$ cat src/rtl/io_pkg.sv
// io_pkg: register map shared by the microsystem bridge I/O devices.
//   IO_STATE/IO_FLAGS/IO_CTRL/IO_RAW : two-bit register select offsets
//   IO_CTRL_IE_BIT                   : interrupt-enable bit inside CTRL
//   io_word_t                        : bridge data word
//   io_flags_next                    : W1C sticky-flag update, set wins
package io_pkg;

    localparam int unsigned IO_DATA_W = 32;

    localparam logic [1:0] IO_STATE = 2'b00;
    localparam logic [1:0] IO_FLAGS = 2'b01;
    localparam logic [1:0] IO_CTRL  = 2'b10;
    localparam logic [1:0] IO_RAW   = 2'b11;

    localparam int unsigned IO_CTRL_IE_BIT = 0;

    typedef logic [IO_DATA_W-1:0] io_word_t;

    // Clear bits are applied before set bits are ORed in, so an event on the
    // same edge as a W1C write survives.
    function automatic io_word_t io_flags_next(input io_word_t flags,
                                               input io_word_t clr,
                                               input io_word_t set);
        return (flags & ~clr) | set;
    endfunction

endpackage

$ cat src/rtl/inputdev_if.sv
// inputdev_if: bridge-side register port of the input device.
//   weIn : write strobe          addr : register select
//   din  : CPU write data        dout : combinational read data
//   irq  : level interrupt request
// master = bridge/CPU side, slave = device side.
interface inputdev_if;
    import io_pkg::*;

    logic       weIn;
    logic [1:0] addr;
    io_word_t   din;
    io_word_t   dout;
    logic       irq;

    modport master (output weIn, output addr, output din, input dout, input irq);
    modport slave  (input weIn, input addr, input din, output dout, output irq);

endinterface

$ cat src/rtl/inputdev_debouncer.sv
// debouncer: 2-flop synchroniser plus whole-word debounce.
//   clk, reset    : clock, asynchronous active-high reset
//   raw           : asynchronous input levels
//   sync_o        : synchronised (not debounced) sample
//   stable_o      : debounced value
//   stable_next_o : value stable_o takes on the next edge (lets the parent
//                   flag a change on the same edge stable_o moves)
module debouncer #(
    parameter int unsigned WIDTH           = 32,
    parameter int unsigned DEBOUNCE_CYCLES = 16,
    parameter int unsigned CNT_W           = 16
) (
    input  logic             clk,
    input  logic             reset,
    input  logic [WIDTH-1:0] raw,
    output logic [WIDTH-1:0] sync_o,
    output logic [WIDTH-1:0] stable_o,
    output logic [WIDTH-1:0] stable_next_o
);

    // The edge that loads cand is itself the first matching sample, so the
    // count saturates at DEBOUNCE_CYCLES-2; with DEBOUNCE_CYCLES==1 stable
    // follows sync directly. Total: DEBOUNCE_CYCLES identical samples.
    localparam logic [CNT_W-1:0] CNT_SAT =
        (DEBOUNCE_CYCLES >= 2) ? CNT_W'(DEBOUNCE_CYCLES - 2) : '0;

    logic [WIDTH-1:0] meta;
    logic [WIDTH-1:0] sync;
    logic [WIDTH-1:0] cand;
    logic [WIDTH-1:0] cand_nx;
    logic [WIDTH-1:0] stable;
    logic [WIDTH-1:0] stable_nx;
    logic [CNT_W-1:0] cnt;
    logic [CNT_W-1:0] cnt_nx;

    always_comb begin
        cand_nx   = cand;
        cnt_nx    = cnt;
        stable_nx = stable;
        if (sync != cand) begin
            cand_nx = sync;
            cnt_nx  = '0;
            if (DEBOUNCE_CYCLES == 1) begin
                stable_nx = sync;
            end
        end else if (cnt < CNT_SAT) begin
            cnt_nx = cnt + CNT_W'(1);
        end else begin
            stable_nx = cand;
        end
    end

    always_ff @(posedge clk or posedge reset) begin
        if (reset) begin
            meta   <= '0;
            sync   <= '0;
            cand   <= '0;
            cnt    <= '0;
            stable <= '0;
        end else begin
            meta   <= raw;
            sync   <= meta;
            cand   <= cand_nx;
            cnt    <= cnt_nx;
            stable <= stable_nx;
        end
    end

    assign sync_o        = sync;
    assign stable_o      = stable;
    assign stable_next_o = stable_nx;

endmodule

$ cat src/rtl/inputdev.sv
// inputdev: memory-mapped input device on the microsystem bridge.
//   clk, reset : clock, asynchronous active-high reset
//   sw         : raw 32-bit switch/button levels
//   bus        : bridge register port (weIn, addr, din, dout, irq)
// Registers: STATE (debounced, RO), FLAGS (sticky change, W1C),
//            CTRL (bit0 = IE), RAW (synchronised sample, RO).
// irq = IE & |FLAGS.
module inputdev
    import io_pkg::*;
#(
    parameter int unsigned DEBOUNCE_CYCLES = 16,
    parameter int unsigned CNT_W           = 16
) (
    input  logic        clk,
    input  logic        reset,
    input  logic [31:0] sw,
    inputdev_if.slave   bus
);

    io_word_t sync_w;
    io_word_t stable_w;
    io_word_t stable_nx_w;
    io_word_t flags;
    io_word_t clr;
    logic     ctrl_ie;

    debouncer #(
        .WIDTH          (IO_DATA_W),
        .DEBOUNCE_CYCLES(DEBOUNCE_CYCLES),
        .CNT_W          (CNT_W)
    ) u_debouncer (
        .clk          (clk),
        .reset        (reset),
        .raw          (sw),
        .sync_o       (sync_w),
        .stable_o     (stable_w),
        .stable_next_o(stable_nx_w)
    );

    always_comb begin
        clr = '0;
        if (bus.weIn && (bus.addr == IO_FLAGS)) begin
            clr = bus.din;
        end
    end

    always_ff @(posedge clk or posedge reset) begin
        if (reset) begin
            flags   <= '0;
            ctrl_ie <= 1'b0;
        end else begin
            flags <= io_flags_next(flags, clr, stable_w ^ stable_nx_w);
            if (bus.weIn && (bus.addr == IO_CTRL)) begin
                ctrl_ie <= bus.din[IO_CTRL_IE_BIT];
            end
        end
    end

    always_comb begin
        bus.dout = '0;
        case (bus.addr)
            IO_STATE: bus.dout = stable_w;
            IO_FLAGS: bus.dout = flags;
            IO_CTRL:  bus.dout[IO_CTRL_IE_BIT] = ctrl_ie;
            IO_RAW:   bus.dout = sync_w;
            default:  bus.dout = '0;
        endcase
    end

    assign bus.irq = ctrl_ie & (|flags);

endmodule
$ cat src/flat_wrapper.sv
// flat-port wrapper written by rule: the top's interface ports become plain ports
module inputdev_flat import io_pkg::*;
#(
    parameter int unsigned DEBOUNCE_CYCLES = 16,
    parameter int unsigned CNT_W           = 16
)
  (clk, reset, sw, bus_weIn, bus_addr, bus_din, bus_dout, bus_irq);
  inputdev_if bus_i ();
  input  logic clk;
  input  logic reset;
  input  logic [31:0] sw;
  input wire logic [$bits(bus_i.weIn)-1:0] bus_weIn;
  input wire logic [$bits(bus_i.addr)-1:0] bus_addr;
  input wire logic [$bits(bus_i.din)-1:0] bus_din;
  output wire logic [$bits(bus_i.dout)-1:0] bus_dout;
  output wire logic [$bits(bus_i.irq)-1:0] bus_irq;
  assign bus_i.weIn = bus_weIn;
  assign bus_i.addr = bus_addr;
  assign bus_i.din = bus_din;
  assign bus_dout = bus_i.dout;
  assign bus_irq = bus_i.irq;
  inputdev #(.DEBOUNCE_CYCLES(DEBOUNCE_CYCLES), .CNT_W(CNT_W)) u_core (.clk(clk), .reset(reset), .sw(sw), .bus(bus_i));
endmodule
$ cat config.mk
export PLATFORM = sky130hd
export DESIGN_NAME = inputdev_flat
export DESIGN_NICKNAME = d
export VERILOG_FILES = /design/src/rtl/io_pkg.sv /design/src/rtl/inputdev_if.sv /design/src/rtl/inputdev_debouncer.sv /design/src/rtl/inputdev.sv /design/src/flat_wrapper.sv
export SDC_FILE = /design/constraint.sdc
export NUM_CORES = 1
export LEC_CHECK = 0
export ABC_AREA = 1
export CORE_MARGIN = 5
export CORE_UTILIZATION = 35
export DETAILED_ROUTE_END_ITERATION = 12
export PLACE_DENSITY = 0.62
export SYNTH_ARGS = -nofsm -noshare
export SYNTH_HDL_FRONTEND = slang
export SYNTH_SLANG_ARGS = --single-unit
$ cat constraint.sdc
create_clock -name clk -period 18.2 [get_ports clk]
set_input_delay 5.46 -clock clk [delete_from_list [all_inputs] [get_ports clk]]
set_output_delay 5.46 -clock clk [all_outputs]
set_load 0.01 [all_outputs]
==> results by stage, run 1 <==
Status:
- The flow ran to the end, and the final reports show no timing, DRC or antenna violations.

Clock network:
- The total number of clock tree sinks is 177.
- The tree is rooted in a clkbuf_16.
- The clock reaches the later pin of the worst-skew pair after 0.43 ns.
- The number of gates given a new drive strength after cts is 0.
- The number of buffers inserted by post-CTS setup repair is 0.
- The clock buffer count from CTS is 17.
- The clock input transition at the sequential cells of the worst setup and hold paths is 0.07 ns.
- The maximum level of the CTS H-tree is 4.
- In this run the deepest clock path goes through 2 buffers.
- TritonCTS built the clock tree.
- The quantity of hold-fixing buffers added after cts is 0.

Worst hold path:
- The worst hold path belongs to the class flip-flop to flip-flop.

Synthesis:
- The commonest cells after synthesis are 267 x nand2_1, 177 x dfrtp_1, 114 x nand3_1, 82 x inv_1, 67 x nand4_1.
- By area the synthesized netlist is led by dfrtp_1 55%, nand2_1 13%, nand3_1 7.1%.
- After synthesis the netlist holds a flip-flop and latch count of 177.
- The async set-or-reset flop fraction in the synthesized netlist is 100%.
- The number of distinct library cell variants in the gate-level netlist after synthesis is 32.
- The portion of the post-synthesis area used by sequential elements is 55.5%.
- The most used flip-flop cell after synthesis is dfrtp_1.
- The Yosys step of the flow raised 0 warnings.
- After technology mapping, the gate count stands at 933.
- Of all cell types, the one taking the most synthesized area is dfrtp_1.
- In this run, synthesis inferred 0 flip-flops with an integrated enable.
- Synthesis produced a netlist with a net count of 1003.
- The post-synthesis instance area is 7990 um^2.
- The post-synthesis average cell area is 8.56 um^2.
- The cell with the most instances after synthesis is nand2_1.
- The portion of synthesized cell area occupied by the leading cell type is 55.5%.

Power and ir drop:
- VDD sags by at most 0.0000447 V.
- The leakage power total is 4.14 nW.
- The total power is 0.856 mW.
- In this run the power density over the cells is 88.9 nW/um^2.

Timing:
- The clock period minus final worst setup slack is 13.79 ns.
- Setup repair after global routing left no endpoint under its margin.
- The count of final hold-check violations is 0.
- The worst setup margin is 4.41 ns.
- Setup violations remaining at the end of the flow were counted as 0.
- The top achievable clock speed is 72.5 MHz.
- The worst slack on hold paths is 0.349 ns.
- At the pin with the least slew margin, the transition time is 1.05 ns.
- Clock skew on the completed layout was measured at 0.0135 ns.
- The worst max-slew margin expressed relative to the limit is 29.9%.
- Adding up every negative setup slack in the final design gives 0 ns.
- The number of pins exceeding their max-slew limit in the final report is 0.
- The worst path uses 75.8% of the clock period.

Placement:
- The count of input and output buffers is 101.
- The final weighted congestion in routability-driven placement is 0.784.
- Once placement completed, the tool counted placed cells totaling 1246.
- After legalization and detailed placement, the total HPWL measured 13.2 mm.
- The post-placement cell area is 9040 um^2.
- Before CTS, the worst setup slack after placement is 4.42 ns.

Finish:
- The repair_antennas step left the layout with diodes totalling 0.
- In the final layout, the share of cells above drive strength 1 is 6.34%.
- Summing all non-filler instances in the final layout gives an area of 9620 um^2.
- After the last flow step, the layout net total stands at 1050.
- The area growth from synthesis to layout is 20.5%.
- The final cell count without fillers is 1278.
- Once layout is complete, the utilization of the core stands at 42.6%.

Global route:
- The first-pass GRT wire length is 33.6 mm.
- Global routing used 16.4% of the available tracks across all layers.
- The initial antenna violation count came to 0.
- Entering global routing, the biggest net connects 81 pins.
- The total grt overflow is 0.
- The via count of the first global-routing pass is 6251.

Detailed routing:
- In the routed layout, each cell is associated on average with a via count of 4.98.
- The DRC violations left is 0.
- In this run, the number of DRC markers left after iteration 0 of detailed routing was 434.
- The wire length after detailed routing is 20.7 mm.
- The remaining antenna violation count is 0.
- Across all layers, the routed design uses 6368 vias.
- The number of search-and-repair iterations in the first detailed-routing pass is 5.
- The routed length per instance is 16.2 um.

Floorplan:
- 102 I/O pins were placed.
- The initial cell density of the core is 35.4%.
- The die is 161 um tall.
- The die covers 25900 um^2.
- The initialized floorplan defines 55 standard-cell rows.
- The width of the die is 161 um.
- The region available for standard cell placement spans 22600 um^2.

Setup path:
- The largest fanout on the critical path is 16.
- The critical path required time is 12.74 ns.
- Data on the critical path arrives at its endpoint at 8.33 ns.
- The sort of element at the start of the critical path is an input pin.
- By startpoint and endpoint, the worst setup path is classified as input pin to output pin.
- The endpoint type of the worst setup path is an output pin.

Flow run:
- The number of maximum-capacitance violations is 0.
## cell type report
type | instances | area (um^2)
Timing Repair Buffer | 107 | 1060
Sequential cell | 177 | 4430
Fill cell | 2212 | 12900
Multi-Input combinational cell | 571 | 2790
Tap cell | 285 | 357
Inverter | 106 | 403
Clock inverter | 14 | 149
Clock buffer | 18 | 439
## registers in the layout, indices dropped and copies added, names as in the netlist
signal and count:
u_core.u_debouncer.cand 32, u_core.u_debouncer.sync_o 32, u_core.u_debouncer.stable_o 32, u_core.ctrl_ie 1
u_core.u_debouncer.meta 32, u_core.u_debouncer.cnt 16, u_core.flags 32
## worst paths after layout
| path | startpoint | to | slack [ns] | cells past startpoint |
|---|---|---|---|---|
| worst max register to register | u_core.u_debouncer.cnt[14]$_DFFE_PP0P_ | u_core.flags[9]$_DFF_PP0_ | 15.53 | 9 |
| min in group asynchronous | reset | u_core.u_debouncer.stable_o[0]$_DFF_PP0_ | 5.36 | 2 |
| worst min-delay path | u_core.u_debouncer.meta[14]$_DFF_PP0_ | u_core.u_debouncer.sync_o[14]$_DFF_PP0_ | 0.35 | 0 |
| worst max-delay path | bus_addr[0] | bus_dout[0] | 4.41 | 7 |
| max in group asynchronous | reset | u_core.flags[17]$_DFF_PP0_ | 11.52 | 3 |
| worst min register to register | u_core.u_debouncer.meta[14]$_DFF_PP0_ | u_core.u_debouncer.sync_o[14]$_DFF_PP0_ | 0.35 | 0 |
## logic make-up (layout without fill, tap and decap cells)
family                     after synthesis  count (layout)  share of synthesized area (%)
and+or+nand+nor                        494             494                           28.1
buffers and inverters                  185             245                           9.88
DFF                                    177             177                           55.5
AOI/OAI and AO/OA                       52              52                           3.79
xor gates and xnor gates                23              23                           2.52
adders and majority gates                1               1                          0.157
muxes                                    1               1                          0.141
## where the power goes
part           internal [mW]  total (mW)  switching [mW]  leakage, nW
registers              0.408       0.420          0.0117         2.24
clock network          0.197       0.364           0.167        0.281
logic                 0.0341      0.0717          0.0376         1.62
total                  0.639       0.856           0.217         4.14
## critical path: stages
cell and delay, ns:
clkdlybuf4s50_1 0.57, nand2_1 0.42, inv_1 0.64, buf_4 0.31, a221oi_1 0.10, a22oi_1 0.24, clkdlybuf4s50_1 0.58
## metal layers
layer | routed length [um] | global-route usage (%) | vias up
met5 | 0 | 0 | -
met2 | 9660 | 26.0 | 198
met3 | 1180 | 4.03 | 19
met1 | 9710 | 23.1 | 3047
li1 | - | - | 3104
met4 | 188 | 3.49 | 0
## cells in the final DEF, fill, tap and decap left out, drive strengths merged
cell type	count
inv	100
a221oi	1
o21a	1
xnor2	22
nor4	8
clkbuf	18
a21oi	3
mux2	1
o21ai	33
nand2	269
nor2	33
o211ai	12
nor3b	2
nand4	67
a22oi	1
dfrtp	177
ha	1
nor3	1
o221ai	1
clkdlybuf4s50	101
bufinv	1
clkinv	16
nand3	114
xor2	1
buf	6
clkinvlp	3
Note: power is estimated with default switching activity, not from simulation.
==> run 2, diff against run 1 <==
- PLACE_DENSITY: 0.62 -> 0.64
- clock period: 18.2 -> 12.5 ns (I/O delays scaled with it)
==> run 2 against run 1 <==
Against the previous run:
- non-clock buffer count is 1 higher
- worst setup slack got worse by 2.3 ns
- die area unchanged
- via count up 0.66%
- critical path type unchanged
- critical endpoint unchanged
==> results by stage, run 2 (same netlist as run 1, synthesis figures left out) <==
Placement:
- The post-placement worst setup slack is 2.10 ns (-2.32 ns).
- The post-placement cell count is 1247 (+0.080%).
- The placed wire-length estimate is 13.4 mm (+1.4%).
- The count of input and output buffers is 101 (unchanged).
- The final weighted congestion in routability-driven placement is 0.808 (+3.1%).
- The post-placement cell area was 9040 um^2 (about the same).

Clock network:
- The number of buffers inserted by post-CTS setup repair was 0 (unchanged).
- The total number of clock tree sinks was 177 (unchanged).
- The clock insertion delay at the later pin of the skew report is 0.43 ns (about the same).
- The CTS tree is yes.
- The clock buffer count from CTS is 17 (unchanged).
- The quantity of hold-fixing buffers added after cts is 0 (unchanged).
- The library cell used as clock root buffer is clkbuf_16.
- The clock input transition at the sequential cells of the worst setup and hold paths came to 0.07 ns (about the same).
- The maximum buffer depth of the clock tree is 2 (unchanged).
- The number of gates given a new drive strength after cts is 0 (unchanged).
- The maximum level of the CTS H-tree is 4 (unchanged).

Timing:
- The count of final hold-check violations is 0 (unchanged).
- The number of pins exceeding their max-slew limit in the final report is 0 (unchanged).
- The clock skew after layout is 0.0112 ns (-0.00233 ns).
- Setup repair after global routing left no endpoint under its margin.
- The top achievable clock speed is 96.3 MHz.
- The worst max-slew margin expressed relative to the limit is 28.1% (-1.8 points).
- The worst path needs 10.38 ns of the cycle, external delays included.
- The share of the clock period used by the worst path after layout is 83.0%.
- The slew at the pin closest to its max-slew limit is 1.08 ns (+0.0271 ns).
- The worst setup margin is 2.12 ns (-2.29 ns).
- The setup TNS is 0 ns (unchanged).
- The total setup violations reported at the end of the flow came to 0 (unchanged).

Floorplan:
- The width of the die is 161 um (unchanged).
- The die span in y is 161 um (unchanged).
- The standard-cell row count was 55 (unchanged).
- The core region area was 22600 um^2 (unchanged).
- The initial cell density of the core is 35.4% (unchanged).
- The area of the die is 25900 um^2 (unchanged).
- The count of pins on the block boundary is 102 (unchanged).

Global route:
- The overall fraction of global-route tracks in use is 16.7% (+0.27 points).
- The global-route track usage on met3 is 5.41% (+1.4 points).
- The met2 routing resource usage after global routing is 25.8% (-0.23 points).
- The total grt overflow came to 0 (unchanged).
- The via count of the first global-routing pass was 6262 (+0.18%).
- The initial antenna violation count is 0 (unchanged).
- The most used routing layer in global routing is met2.
- The maximum number of pins on one net before global-route repair is 81 (unchanged).
- The global-route met1 utilization was 23.2% (+0.072 points).
- The first-pass GRT wire length is 34.3 mm (+2.1%).

Power and ir drop:
- The maximum VDD drop is 0.0000766 V (+71%).
- The cell area power density is 127 nW/um^2 (+43%).
- The leakage power total came to 4.13 nW (-0.32%).

Setup path:
- By startpoint and endpoint, the worst setup path is classified as input pin to output pin.
- The endpoint type of the worst setup path is an output pin.
- The critical path required time is 8.75 ns (-3.99 ns).
- The critical path arrival came to 6.63 ns (-1.70 ns).
- The sort of element at the start of the critical path is an input pin.
- The largest fanout on the critical path came to 22 (+6).

Flow run:
- The number of maximum-capacitance violations came to 0 (unchanged).

Finish:
- The net total in the final layout is 1051 (+0.095%).
- The final cell count without fillers is 1278 (unchanged).
- The fraction of final layout cells sized beyond drive strength 1 is 6.14% (-0.20 points).
- The area of the multi-input gates came to 2790 um^2 (unchanged).
- The post-layout instance area is 9590 um^2 (-0.36%).
- The count of inserted antenna diode cells was 0 (unchanged).
- The footprint of the flip-flops and latches is 4430 um^2 (unchanged).
- Relative to the synthesized area, the layout overhead comes to 20.1%.
- The total of fill cells in the finished design is 2222 (+0.45%).
- The library cells used most frequently in the layout, excluding fill and tap cells, are 267 x nand2_1, 177 x dfrtp_1, 114 x nand3_1, 101 x clkdlybuf4s50_1, 81 x inv_1.
- The library cell used most frequently in the layout, excluding fill and tap cells, is nand2_1.

Detailed routing:
- The wire length after detailed routing is 21.4 mm (+3.2%).
- The routed length per instance came to 16.7 um (+3.2%).
- The total vias in the final route is 6410 (+0.66%).
- The violation count after the first detailed-route iteration was 478 (+10%).
- The DRC violations left is 0 (unchanged).
- The number of search-and-repair iterations in the first detailed-routing pass was 5 (unchanged).
- The number of vias per cell is 5.02 (+0.66%).
- The remaining antenna violation count is 0 (unchanged).

Status:
- The flow ran to the end, and the final reports show no timing, DRC or antenna violations.

Worst hold path:
- The kind of path behind the tightest hold check is flip-flop to flip-flop.
==> run 2: worst paths after layout <==
check / startpoint / end / slack (ns) / depth (start not counted)
worst min-delay path: u_core.u_debouncer.meta[7]$_DFF_PP0_ / u_core.u_debouncer.sync_o[7]$_DFF_PP0_ / 0.34 / 0
worst max-delay path: bus_addr[0] / bus_dout[0] / 2.12 / 6
worst min register to register: u_core.u_debouncer.meta[7]$_DFF_PP0_ / u_core.u_debouncer.sync_o[7]$_DFF_PP0_ / 0.34 / 0
min in group asynchronous: reset / u_core.u_debouncer.meta[31]$_DFF_PP0_ / 3.79 / 2
worst max register to register: u_core.u_debouncer.cnt[5]$_DFFE_PP0P_ / u_core.flags[5]$_DFF_PP0_ / 9.91 / 9
max in group asynchronous: reset / u_core.u_debouncer.stable_o[15]$_DFF_PP0_ / 7.54 / 3
==> run 2: area by class of cell <==
type,count,share of cell area [%]
Clock inverter,12,1.17
Multi-Input combinational cell,571,29.1
Tap cell,285,3.72
Inverter,106,4.20
Sequential cell,177,46.2
Clock buffer,19,4.51
Timing Repair Buffer,108,11.1
==> run 2: power breakdown <==
group,leakage [nW],switching (mW),internal [mW]
clock network,0.263,0.225,0.274
registers,2.24,0.0173,0.595
logic,1.62,0.0556,0.0497
==> run 2: routing by layer <==
| layer | vias to the layer above | wire, um | part of all wire [%] |
|---|---|---|---|
| met2 | 240 | 9630 | 45 |
| met1 | 3060 | 9720 | 45 |
| met5 | - | 0 | 0 |
| met3 | 18 | 1750 | 8.2 |
| li1 | 3092 | - | - |
| met4 | 0 | 299 | 1.4 |
==> run 2: worst max-delay path, cell delays in order <==
cell,delay [ns]
clkdlybuf4s50_1,0.57
nand2_1,0.38
inv_1,0.93
a221oi_1,0.18
a22oi_1,0.23
clkdlybuf4s50_1,0.58
==> run 2: through the flow <==
stage | utilization, % | hold WS [ns] | power [mW]
2_1_floorplan | - | 0.331 | 0.669
3_3_place_gp | 40.1 | 0.331 | 0.729
3_5_place_dp | 40.1 | 0.335 | 0.729
4_1_cts | 42.5 | 0.348 | 1.23
5_1_grt | 42.5 | 0.353 | 1.27
6_report | 42.5 | 0.345 | 1.22
